<file path="src/rtl/uart_pkg.sv">
// Shared UART definitions: receiver state encoding, default clocking and
// the bit-period helper used to size CLKS_PER_BIT.
package uart_pkg;

  typedef enum logic [2:0] {
    IDLE   = 3'd0,
    START  = 3'd1,
    DATA   = 3'd2,
    PARITY = 3'd3,
    STOP   = 3'd4,
    BREAK  = 3'd5
  } rx_state_e;

  localparam int CLK_HZ       = 32_256_000;
  localparam int BAUD_DEFAULT = 115200;

  // Rounded to the nearest whole clock so odd ratios stay within half a cycle.
  function automatic int clks_per_bit(input int clk_hz, input int baud);
    return (clk_hz + baud / 2) / baud;
  endfunction

endpackage

</file>
<file path="src/rtl/sync_2ff.sv">
// Two-flop synchroniser for a single asynchronous input; the reset value is
// chosen by the user so idle-high serial lines do not fake a start bit.
module sync_2ff #(
  parameter logic RESET_VAL = 1'b0
) (
  input  logic clk_i,
  input  logic rst_ni,
  input  logic d_i,
  output logic q_o
);

  logic meta;

  always_ff @(posedge clk_i or negedge rst_ni) begin
    if (!rst_ni) begin
      meta <= RESET_VAL;
      q_o  <= RESET_VAL;
    end else begin
      meta <= d_i;
      q_o  <= meta;
    end
  end

endmodule

</file>
<file path="src/rtl/uart_rx_stream.sv">
// Parametrised UART receiver with mid-bit sampling, false-start rejection,
// framing/overrun reporting and a valid/ready output. Optional parity: UART_RX_PARITY_EN.
module uart_rx_stream
  import uart_pkg::*;
#(
  parameter int DATA_WIDTH   = 8,
  parameter int CLKS_PER_BIT = clks_per_bit(CLK_HZ, BAUD_DEFAULT),
  parameter int STOP_BITS    = 1
`ifdef UART_RX_PARITY_EN
  ,
  parameter logic PARITY_ODD = 1'b0
`endif
) (
  input  logic                  clk_i,
  input  logic                  rst_ni,
  input  logic                  rx_i,
  output logic [DATA_WIDTH-1:0] data_o,
  output logic                  valid_o,
  input  logic                  ready_i,
  output logic                  frame_err_o,
  output logic                  overrun_o,
  output logic                  busy_o,
`ifdef UART_RX_PARITY_EN
  output logic                  parity_err_o,
`endif
  output logic [2:0]            state_o
);

  localparam int CW = $clog2(CLKS_PER_BIT);
  localparam int IW = $clog2(DATA_WIDTH + 1);

  localparam logic [CW-1:0] CNT_LAST  = CW'(CLKS_PER_BIT - 1);
  localparam logic [CW-1:0] CNT_MID   = CW'(CLKS_PER_BIT / 2 - 1);
  localparam logic [IW-1:0] DATA_LAST = IW'(DATA_WIDTH - 1);
  localparam logic [IW-1:0] STOP_LAST = IW'(STOP_BITS - 1);

  localparam logic [2:0] S_IDLE   = IDLE;
  localparam logic [2:0] S_START  = START;
  localparam logic [2:0] S_DATA   = DATA;
  localparam logic [2:0] S_PARITY = PARITY;
  localparam logic [2:0] S_STOP   = STOP;
  localparam logic [2:0] S_BREAK  = BREAK;

  logic                  rx_s;
  logic [2:0]            state;
  logic [CW-1:0]         cnt;
  logic [IW-1:0]         idx;
  logic [DATA_WIDTH-1:0] shreg;
  logic                  par_bad;
  logic                  bit_end;
  logic                  stop_sample;
  logic                  stop_fail;
  logic                  stop_done;
  logic                  frame_ok;

  sync_2ff #(.RESET_VAL(1'b1)) u_sync (
    .clk_i  (clk_i),
    .rst_ni (rst_ni),
    .d_i    (rx_i),
    .q_o    (rx_s)
  );

  always_comb begin
    bit_end     = (cnt == CNT_LAST);
    stop_sample = (state == S_STOP) && bit_end;
    stop_fail   = stop_sample && !rx_s;
    stop_done   = stop_sample && rx_s && (idx == STOP_LAST);
    frame_ok    = stop_done && !par_bad;
  end

  always_ff @(posedge clk_i or negedge rst_ni) begin
    if (!rst_ni) begin
      state <= S_IDLE;
      cnt   <= '0;
      idx   <= '0;
      shreg <= '0;
    end else begin
      cnt <= bit_end ? '0 : cnt + CW'(1);
      case (state)
        S_IDLE: begin
          cnt <= '0;
          if (!rx_s) state <= S_START;
        end
        S_START: begin
          // Re-check the line at mid start bit; a high line here was a glitch.
          if (cnt == CNT_MID) begin
            cnt   <= '0;
            idx   <= '0;
            state <= rx_s ? S_IDLE : S_DATA;
          end
        end
        S_DATA: begin
          if (bit_end) begin
            shreg <= {rx_s, shreg[DATA_WIDTH-1:1]};
            if (idx == DATA_LAST) begin
              idx <= '0;
`ifdef UART_RX_PARITY_EN
              state <= S_PARITY;
`else
              state <= S_STOP;
`endif
            end else begin
              idx <= idx + IW'(1);
            end
          end
        end
        S_PARITY: begin
          if (bit_end) state <= S_STOP;
        end
        S_STOP: begin
          if (bit_end) begin
            if (!rx_s) begin
              idx   <= '0;
              state <= S_BREAK;
            end else if (idx == STOP_LAST) begin
              idx   <= '0;
              state <= S_IDLE;
            end else begin
              idx <= idx + IW'(1);
            end
          end
        end
        S_BREAK: begin
          cnt <= '0;
          if (rx_s) state <= S_IDLE;
        end
        default: state <= S_IDLE;
      endcase
    end
  end

`ifdef UART_RX_PARITY_EN
  always_ff @(posedge clk_i or negedge rst_ni) begin
    if (!rst_ni) begin
      par_bad <= 1'b0;
    end else if (state == S_IDLE) begin
      par_bad <= 1'b0;
    end else if ((state == S_PARITY) && bit_end) begin
      par_bad <= ((^shreg) ^ rx_s) != PARITY_ODD;
    end
  end

  always_ff @(posedge clk_i or negedge rst_ni) begin
    if (!rst_ni) parity_err_o <= 1'b0;
    else         parity_err_o <= par_bad && (stop_done || stop_fail);
  end
`else
  assign par_bad = 1'b0;
`endif

  // Stream handshake: data_o is held stable while valid_o is high and is
  // consumed on any clock edge where valid_o && ready_i; a new frame may load
  // on that same edge, otherwise valid_o drops.
  always_ff @(posedge clk_i or negedge rst_ni) begin
    if (!rst_ni) begin
      data_o      <= '0;
      valid_o     <= 1'b0;
      frame_err_o <= 1'b0;
      overrun_o   <= 1'b0;
    end else begin
      frame_err_o <= stop_fail;
      overrun_o   <= frame_ok && valid_o && !ready_i;
      if (frame_ok && (!valid_o || ready_i)) begin
        data_o  <= shreg;
        valid_o <= 1'b1;
      end else if (ready_i) begin
        valid_o <= 1'b0;
      end
    end
  end

  assign busy_o  = (state != S_IDLE);
  assign state_o = state;

endmodule

</file>
<file path="config.mk">
export PLATFORM = sky130hd
export DESIGN_NAME = uart_rx_stream
export DESIGN_NICKNAME = d
export VERILOG_FILES = /design/src/rtl/uart_pkg.sv /design/src/rtl/sync_2ff.sv /design/src/rtl/uart_rx_stream.sv
export SDC_FILE = /design/constraint.sdc
export NUM_CORES = 1
export LEC_CHECK = 0
export BUFFER_PORTS_ARGS = -buffer_cell sky130_fd_sc_hd__buf_2
export CAP_MARGIN = 20
export CORE_MARGIN = 5
export CORE_UTILIZATION = 40
export CTS_BUF_LIST = sky130_fd_sc_hd__clkbuf_16
export DETAILED_ROUTE_END_ITERATION = 10
export PLACE_DENSITY = 0.61
export REMOVE_ABC_BUFFERS = 1
export SLEW_MARGIN = 15
export SYNTH_ARGS = -nofsm -noshare
export SYNTH_HDL_FRONTEND = slang
export SYNTH_HIERARCHICAL = 1
export SYNTH_SLANG_ARGS = --single-unit
</file>
<file path="constraint.sdc">
create_clock -name clk_i -period 3.35 [get_ports clk_i]
set_input_delay 0.67 -clock clk_i [delete_from_list [all_inputs] [get_ports clk_i]]
set_output_delay 0.67 -clock clk_i [all_outputs]
set_load 0.01 [all_outputs]
</file>
==> summary.txt, run 1 <==
Max Clk Rate -> 0.445 GHz
post-route clock period utilization -> 67.1%
Clock Tree Buf Depth -> 2
postcts setup bufs -> 0
Die Area -> 5740 µm²
die height -> 75.8 µm
clock-pin transition on the worst setup and hold timing paths -> 50 ps
FF-to-FF path depth -> 5
Die Width -> 75.8 µm
post-synthesis sequential area ratio -> 53.7%
Critical Path Start Type -> register
H-tree levels -> 2
Cell Rows -> 24
first-pass GRT wire length -> 5340 µm
critical path type -> register to register
placed inst area -> 1870 µm²
GPL Wtd Cong -> 0.808
Hold Path Class -> register to register
critical path's slowest cell -> nor4b_4
vias per cell -> 5.36
Reg power frac -> 50.4%
end of the worst register-to-register path -> data_o[3]$_DFFE_PN0P_
port buffer count -> 18
first-pass detailed-route iteration total -> 4
routed wire length per instance -> 14.4 µm
ant diodes -> 0
worst-case clock skew -> 2.56 ps
maximum VDD drop -> 318 µV
crit path DAT -> 2410 ps
routed wire length -> 3150 µm
Critical Path Fanout Max -> 8
Comb pwr share -> 1.2%
Distinct cells, synth -> 41
Post-Layout Inst Area -> 2010 µm²
DR vias -> 1169
CTS tree -> yes
cells along the critical path -> ha_1 > nor3b_2 > nand3_4 > nor4b_4 > mux2_2
EDFF count, synth -> 0
clk sinks -> 37
Total Neg Setup Slack -> 0 ps
actual slew at the worst max-slew pin -> 814 ps
Fill cells -> 398
HP Start -> u_sync/meta$_DFF_PN1_
Pleak -> 1.01 nW
Post-CTS Resized -> 0
DRC -> 0
later-pin clock latency in the skew report -> 270 ps
switching part of the total -> 19.5%
GRT Resource Usage Total -> 12.8%
share of flip-flops with an asynchronous set or reset -> 100%
hold_buf cts -> 0
switching pwr -> 0.000174 W
Hold Path Cell Cnt -> 0
post-synthesis register bit count -> 37
max-slew violation count -> 0
Final min period -> 2250 ps
WP data required -> 3510 ps
endpoint type of the worst setup path -> register
initial core utilization -> 40.6%
core area -> 4260 µm²
nets -> 172
Syn-to-layout area delta -> 15.9%
vias in the first global route -> 1142
Syn Std Cell Area -> 1730 µm²
largest net degree at the start of global routing -> 38
total internal power -> 0.000721 W
initial antenna violation count -> 0
Setup-failing EPs final -> 0
Slew headroom -> 45.7%
crit path from -> cnt[0]$_DFF_PN0_
average size of a mapped cell -> 12.0 µm²
Power Density -> 446 nW/µm²
hold endpoint -> u_sync/q_o$_DFF_PN1_
ys flop type -> dfrtp_1
reg-to-reg startpoint -> cnt[0]$_DFF_PN0_
layout cells sized above 1 -> 31.3%
Final ANT Viol Nets -> 0
Reg2Reg Setup Slack -> 1100 ps
Final Power -> 0.000895 W
clock network fraction of total power -> 48.4%
slowest stage delay, CP -> 620 ps
total gr overflow -> 0
max cap viols -> 0
num ports -> 19
Root Buffer -> clkbuf_16
Fin. Hold Viols -> 0
DP HPWL -> 2240 µm
RSZ-0062 raised after global routing -> no
DR iter-0 viols -> 58
Ys Warns -> 6
Mapped Cells -> 144
CTS Buf Count -> 5
outcome -> completed
[registers in the layout, summed over array words and instances, names as in the netlist]
signal / flops
overrun_o: 1
idx: 4
frame_err_o: 1
shreg: 8
state_o: 3
data_o: 8
valid_o: 1
cnt: 9
u_sync/q_o: 1
u_sync/meta: 1
[Yosys cell counts (2+ instances only)]
library cell	instances	area [µm²]
buf_2	3	15.0
mux2_2	18	203
nand3_1	5	25.0
or3_1	2	12.5
and4bb_2	2	25.0
ha_1	3	37.5
a21oi_1	2	10.0
nor2_1	13	48.8
nand2b_1	2	12.5
xnor2_1	4	35.0
nor3b_1	2	15.0
and3_1	2	12.5
o21ai_0	3	15.0
dfrtp_1	35	876
xor2_1	4	35.0
nand4_1	2	12.5
nand2_1	9	33.8
and2_1	3	18.8
mux2i_1	2	20.0
dfstp_2	2	52.6
inv_1	6	22.5
[worst max-delay path: cells and delay by family, from the launching register on]
family | cells | cell delay (ps)
DFF | 1 | 380
muxes | 1 | 400
adders and majority gates | 1 | 220
and+or+nand+nor | 3 | 1130
[cells in the final DEF (no fill, tap or decap), types with 2 or more instances in the layout]
cell type	n
dfrtp_1	35
mux2_2	18
buf_2	18
nor2_1	13
nand2_1	9
inv_1	7
nand3_1	5
clkbuf_16	5
xor2_1	4
xnor2_1	4
and2_1	3
o21ai_0	3
ha_1	3
or3_1	2
nor3b_1	2
and4bb_2	2
and3_1	2
nand4_1	2
nand2b_1	2
a21oi_1	2
mux2i_1	2
clkinv_2	2
dfstp_2	2
[cells by family after synthesis]
kind of cell | count (synthesis) | synth area share (%)
AND/OR/NAND/NOR | 51 | 18.5
flip-flops | 37 | 53.7
multiplexers | 20 | 12.9
AO/OA/AOI/OAI | 15 | 6.36
buffers and inverters | 10 | 2.39
XOR/XNOR | 8 | 4.05
adder cells (fa/ha/maj) | 3 | 2.17
[per-stage QoR]
stage / setup WS [ps] / hold WS [ps] / cells / util, %
CTS: 1080 / 356 / 218 / 47.0
global route: 979 / 358 / 218 / 47.0
finish: 1100 / 354 / 218 / 47.0
detailed placement: 1090 / 348 / 210 / 43.8
global placement: 1180 / 347 / 210 / 43.8
floorplan: 1350 / 345 / 140 / -
[worst max path at each step]
stage,to,slack [ps],cells past startpoint
after floorplan,data_o[0]$_DFFE_PN0P_,1350,5
after global placement,data_o[0]$_DFFE_PN0P_,1180,5
after detailed placement,data_o[6]$_DFFE_PN0P_,1090,5
after CTS,data_o[6]$_DFFE_PN0P_,1080,5
after global routing,data_o[0]$_DFFE_PN0P_,980,5
final,data_o[3]$_DFFE_PN0P_,1100,5
[power groups by stage]
stage	combinational [W]	clock (W)	sequential, W
2_1_floorplan	0.000000669	0	0.000458
3_3_place_gp	0.0000107	0	0.000459
3_5_place_dp	0.0000111	0	0.000459
4_1_cts	0.0000111	0.000445	0.000451
5_1_grt	0.0000128	0.000468	0.000451
6_report	0.0000104	0.000434	0.000451
[layer usage]
layer	share of wire, %	track usage [%]	vias up
met1	45	16.3	591
met4	1.7	6.41	0
li1	-	-	550
met2	48	19.0	24
met3	4.9	4.62	4
met5	0	0	-
[final cells by class]
| type | instances | area (µm²) | area share, % |
|---|---|---|---|
| inverter | 6 | 22.5 | 1.12 |
| timing repair buffer | 18 | 90.1 | 4.49 |
| clock inverter | 3 | 13.8 | 0.686 |
| tap | 52 | 65.1 | 3.24 |
| sequential | 37 | 928 | 46.3 |
| clock buffer | 5 | 125 | 6.24 |
| multi-input combinational | 97 | 761 | 37.9 |
Note: power is estimated with default switching activity, not from simulation.
==> inputs of run 2 (changes only) <==
PLACE_DENSITY = 0.63   (was 0.61)
clock period = 2 ns   (was 3.35 ns; I/O delays follow)
==> run 2 against run 1 <==
  * Setup slack got worse by 1100 ps
  * Routed wire length is 17% higher
  * Cell count grew 9.6%
  * Power grew 83%
  * Sequential power up 67%
  * Non-clock buffer count increased by 22
  * Flip-flop and latch count unchanged
  * Via count increased by 7.1%
  * Global-route usage grew 0.71 points
  * Combinational power up 100%
==> summary.txt, run 2 (same netlist as run 1, synthesis figures left out) <==
max cap viols -> 0 (unchanged)
max reg flops -> 9 (unchanged)
most frequent cells in the layout -> dfrtp_1 (35), buf_4 (20), buf_2 (18)
largest net degree at the start of global routing -> 38 (unchanged)
Critical Path Fanout Max -> 8 (unchanged)
Biggest register -> cnt
crit path DAT -> 2120 ps (-290 ps)
slowest stage delay, CP -> 420 ps (-200 ps)
Power Density -> 715 nW/µm² (+60%)
initial antenna violation count -> 0 (unchanged)
CTS Buf Count -> 5 (unchanged)
most common cell after layout, fill and taps aside -> dfrtp_1
placed inst area -> 2020 µm² (+8.0%)
routed wire length per instance -> 15.4 µm (+7.0%)
Slew headroom -> 45.0% (-0.75 points)
critical path type -> register to register
Pleak -> 1.13 nW (+12%)
Total Neg Setup Slack -> 0 ps (unchanged)
clk sinks -> 37 (unchanged)
critical path's slowest cell -> or3b_4
vias in the first global route -> 1255 (+9.9%)
Die Width -> 75.8 µm (unchanged)
port buffer count -> 18 (unchanged)
routed wire length -> 3690 µm (+17%)
GPL Wtd Cong -> 0.917 (+14%)
H-tree levels -> 2 (unchanged)
Setup-failing EPs final -> 0 (unchanged)
hold_buf cts -> 0 (unchanged)
first-pass GRT wire length -> 5820 µm (+8.9%)
CTS tree -> yes
Critical Path Start Type -> register
vias per cell -> 5.24 (-2.3%)
core area -> 4260 µm² (unchanged)
Place WS -> -50.4 ps (-1140 ps)
Root Buffer -> clkbuf_16
max-slew violation count -> 0 (unchanged)
layout cells sized above 1 -> 43.9% (+13 points)
post-route clock period utilization -> 98.2% (+31 points)
Max Clk Rate -> 0.509 GHz (+15%)
first-pass detailed-route iteration total -> 4 (unchanged)
DR vias -> 1252 (+7.1%)
Post-Place Cells -> 230 (+9.5%)
Cell Rows -> 24 (unchanged)
DP HPWL -> 2500 µm (+11%)
non-filler instance count after layout -> 239 (+9.6%)
Final WS setup -> 36.3 ps (-1060 ps)
Final ANT Viol Nets -> 0 (unchanged)
total gr overflow -> 0 (unchanged)
endpoint type of the worst setup path -> register
Hold Path Class -> input pin to asynchronous set/reset pin
die height -> 75.8 µm (unchanged)
maximum VDD drop -> 549 µV (+73%)
GRT Resource Usage Total -> 13.5% (+0.71 points)
nets -> 194 (+13%)
Fin. Hold Viols -> 0 (unchanged)
Clock Tree Buf Depth -> 2 (unchanged)
outcome -> completed
Final min period -> 1960 ps (-285 ps)
cells along the critical path -> inv_2 > ha_1 > or3b_4 > nor4b_4 > buf_6 > mux2_4
ant diodes -> 0 (unchanged)
later-pin clock latency in the skew report -> 280 ps (about the same)
Post-Layout Inst Area -> 2290 µm² (+14%)
worst-case clock skew -> 5.27 ps (+2.71 ps)
Syn-to-layout area delta -> 32.2%
initial core utilization -> 40.6% (unchanged)
RSZ-0062 raised after global routing -> yes
DRC -> 0 (unchanged)
Fill cells -> 386 (-3.0%)
Largest regs -> cnt: 9 flops, data_o: 8 flops, shreg: 8 flops
actual slew at the worst max-slew pin -> 826 ps (+11.3 ps)
worst hold slack -> 225 ps (-130 ps)
num ports -> 19 (unchanged)
Die Area -> 5740 µm² (unchanged)
WP data required -> 2160 ps (-1350 ps)
clock-pin transition on the worst setup and hold timing paths -> 50 ps (about the same)
DR iter-0 viols -> 110 (+90%)
area of the multi-input gates -> 850 µm² (+12%)
Seq. cell area -> 928 µm² (unchanged)
==> run 2: cell count changes in the layout (fill, tap and decap cells not counted), moves of 2 or more <==
cell / delta
buf_4: +20
buf_6: +2
inv_1: -2
mux2_2: -8
mux2_4: +8
o21ai_0: -2
o21ai_1: +2
==> run 2: through the flow <==
stage	utilization (%)	power, W
after floorplan	-	0.000769
after global placement	47.3	0.000788
after detailed placement	47.3	0.000789
after CTS	51.8	0.00165
after global routing	53.7	0.00168
final	53.7	0.00164
==> run 2: power breakdown <==
group / switching [W] / leakage (nW) / internal (W)
sequential: 0.000000800 / 0.495 / 0.000753
combinational: 0.0000166 / 0.557 / 0.00000427
clock: 0.000283 / 0.0797 / 0.000578
==> run 2: final cells by class <==
type | instances | share of cell area (%)
sequential | 37 | 40.6
inverter | 6 | 0.984
timing repair buffer | 40 | 11.5
clock buffer | 5 | 5.47
multi-input combinational | 97 | 37.1
tap | 52 | 2.84
clock inverter | 2 | 1.53
==> run 2: repair_timing <==
item                       CTS  global route
setup buffers                0             2
gates resized for setup      7            17
setup endpoints to repair   15            21
pin swaps                    0             6
==> run 2: metal layers <==
layer  part of all wire [%]  up-vias  GRT usage, %
met5                      0        -             0
met4                   0.73        0          2.91
met3                    5.4        4          5.28
met2                     49       30          22.7
met1                     44      628          16.3
li1                       -      590             -
==> run 2: worst paths after layout <==
check                                 startpoint               endpoint  slack, ps  cells past startpoint
max                           idx[0]$_DFFE_PN0P_  data_o[3]$_DFFE_PN0P_         40                      6
min                                       rst_ni    valid_o$_DFFE_PN0P_        220                      1
max reg2reg                   idx[0]$_DFFE_PN0P_  data_o[3]$_DFFE_PN0P_         40                      6
min reg2reg                u_sync/meta$_DFF_PN1_   u_sync/q_o$_DFF_PN1_        350                      0
max in group asynchronous                 rst_ni  data_o[7]$_DFFE_PN0P_       1250                      1
min in group clk_i                          rx_i  u_sync/meta$_DFF_PN1_        230                      1
==> run 2: critical path: cells and delay by family (launching register included) <==
family	cells	cell delay, ps
AND/OR/NAND/NOR	2	730
flip-flops	1	390
buffers and inverters	2	270
adder cells (fa/ha/maj)	1	150
multiplexers	1	310
==> inputs of run 3 (changes only) <==
MAX_ROUTING_LAYER = met4   (was unset)
==> run 3 against run 2 <==
  * Register-to-register slack is essentially flat
  * Critical endpoint unchanged
  * Critical path depth is the same
  * Hold slack is essentially flat
==> summary.txt, run 3 (same netlist as run 1, synthesis figures left out) <==
outcome -> completed
DR iter-0 viols -> 139 (+26%)
GPL Wtd Cong -> 0.933 (+1.7%)
Critical Path Fanout Max -> 8 (unchanged)
CTS Buf Count -> 5 (unchanged)
total gr overflow -> 0 (unchanged)
max-slew violation count -> 0 (unchanged)
Die Area -> 5740 µm² (unchanged)
clk sinks -> 37 (unchanged)
Clock Tree Buf Depth -> 2 (unchanged)
end of the worst register-to-register path -> data_o[3]$_DFFE_PN0P_
Final min period -> 1960 ps (-3.70 ps)
post-route clock period utilization -> 98.0% (-0.19 points)
Layout Utilization -> 53.7% (unchanged)
Hold Path Class -> input pin to asynchronous set/reset pin
GRT Resource Usage Total -> 13.9% (+0.44 points)
CTS tree -> yes
most frequent cells in the layout -> dfrtp_1 (35), buf_4 (20), buf_2 (18)
RSZ-0062 raised after global routing -> yes
DP HPWL -> 2500 µm (unchanged)
non-filler instance count after layout -> 239 (unchanged)
Fin. Hold Viols -> 0 (unchanged)
Biggest register -> cnt
largest net degree at the start of global routing -> 38 (unchanged)
max cap viols -> 0 (unchanged)
core area -> 4260 µm² (unchanged)
Total Neg Setup Slack -> 0 ps (unchanged)
initial antenna violation count -> 0 (unchanged)
hold_buf cts -> 0 (unchanged)
Setup-failing EPs final -> 0 (unchanged)
vias per cell -> 5.28 (+0.72%)
Cell Rows -> 24 (unchanged)
initial core utilization -> 40.6% (unchanged)
port buffer count -> 18 (unchanged)
Max Clk Rate -> 0.510 GHz (+0.19%)
Root Buffer -> clkbuf_16
die height -> 75.8 µm (unchanged)
endpoint type of the worst setup path -> register
crit path DAT -> 2120 ps (about the same)
WP data required -> 2160 ps (about the same)
DR vias -> 1261 (+0.72%)
actual slew at the worst max-slew pin -> 825 ps (-0.641 ps)
reg-to-reg startpoint -> idx[0]$_DFFE_PN0P_
routed wire length per instance -> 15.4 µm (-0.33%)
nets -> 194 (unchanged)
H-tree levels -> 2 (unchanged)
critical path type -> register to register
Slew headroom -> 45.0% (about the same)
Post-Place Cells -> 230 (unchanged)
Final ANT Viol Nets -> 0 (unchanged)
clock-pin transition on the worst setup and hold timing paths -> 50 ps (about the same)
first-pass GRT wire length -> 5810 µm (-0.12%)
Power Density -> 713 nW/µm² (-0.25%)
max reg flops -> 9 (unchanged)
layout cells sized above 1 -> 43.9% (unchanged)
DRC -> 0 (unchanged)
most common cell after layout, fill and taps aside -> dfrtp_1
Pleak -> 1.13 nW (unchanged)
later-pin clock latency in the skew report -> 270 ps (about the same)
routed wire length -> 3680 µm (-0.33%)
Setup crit end -> data_o[3]$_DFFE_PN0P_
Critical Path Start Type -> register
FF-to-FF path depth -> 6 (unchanged)
num ports -> 19 (unchanged)
worst-case clock skew -> 4.41 ps (-0.861 ps)
Syn-to-layout area delta -> 32.2% (unchanged)
first-pass detailed-route iteration total -> 6 (+2)
ant diodes -> 0 (unchanged)
Largest regs -> cnt: 9 flops, data_o: 8 flops, shreg: 8 flops
Reg2Reg Setup Slack -> 40 ps (about the same)
crit path from -> idx[0]$_DFFE_PN0P_
Die Width -> 75.8 µm (unchanged)
vias in the first global route -> 1257 (+0.16%)
worst hold slack -> 225 ps (+0.332 ps)
maximum VDD drop -> 547 µV (-0.35%)
run 3: cell counts in the layout (fill, tap and decap cells not counted):
Identical to the previous run, type by type.
run 3: final cells by class:
cell class                 instances  area [µm²]
multi-input combinational         97         850
tap                               52        65.1
clock buffer                       5         125
timing repair buffer              40         263
fill                             386        1980
clock inverter                     2        35.0
sequential                        37         928
inverter                           6        22.5
run 3: worst min-delay path by stage:
stage / cells after the start / start / slack (ps) / to
global route: 1 / rx_i / 220 / u_sync/meta$_DFF_PN1_
finish: 1 / rst_ni / 230 / valid_o$_DFFE_PN0P_
detailed placement: 0 / u_sync/meta$_DFF_PN1_ / 350 / u_sync/q_o$_DFF_PN1_
CTS: 1 / rx_i / 220 / u_sync/meta$_DFF_PN1_
floorplan: 0 / rst_ni / 100 / cnt[0]$_DFF_PN0_
global placement: 0 / u_sync/meta$_DFF_PN1_ / 350 / u_sync/q_o$_DFF_PN1_
run 3: critical path: stages (launching register included):
cell     delay (ps)
dfrtp_1         390
inv_2            70
ha_1            150
or3b_4          420
nor4b_4         310
buf_6           200
mux2_4          310
run 3: timing repair:
item / CTS / global route
resized for setup: 7 / 17
endpoints found under the setup margin: 15 / 21
endpoints found under the hold margin: 0 / 0
setup buffers: 0 / 2
pin swaps: 0 / 6
run 3: power breakdown:
group	leakage (nW)	internal, W	switching [W]	total (W)
registers	0.495	0.000753	0.000000798	0.000754
logic	0.557	0.00000427	0.0000166	0.0000209
clock network	0.0797	0.000578	0.000279	0.000857
run 3: through the flow:
step / cell area, µm² / setup WS, ps / total power [W]
floorplan: 1710 / -3.81 / 0.000769
finish: 2290 / 40.0 / 0.00163
global route: 2290 / -81.5 / 0.00168
detailed placement: 2020 / -50.4 / 0.000789
global placement: 2020 / 13.1 / 0.000788
CTS: 2210 / 4.60 / 0.00165
run 3: metal layers:
metal	track usage, %	vias up	share of wire [%]
li1	-	590	-
met1	16.4	635	44
met2	22.7	32	50
met3	5.28	4	5.5
met4	2.91	0	0.73
met5	-	-	0
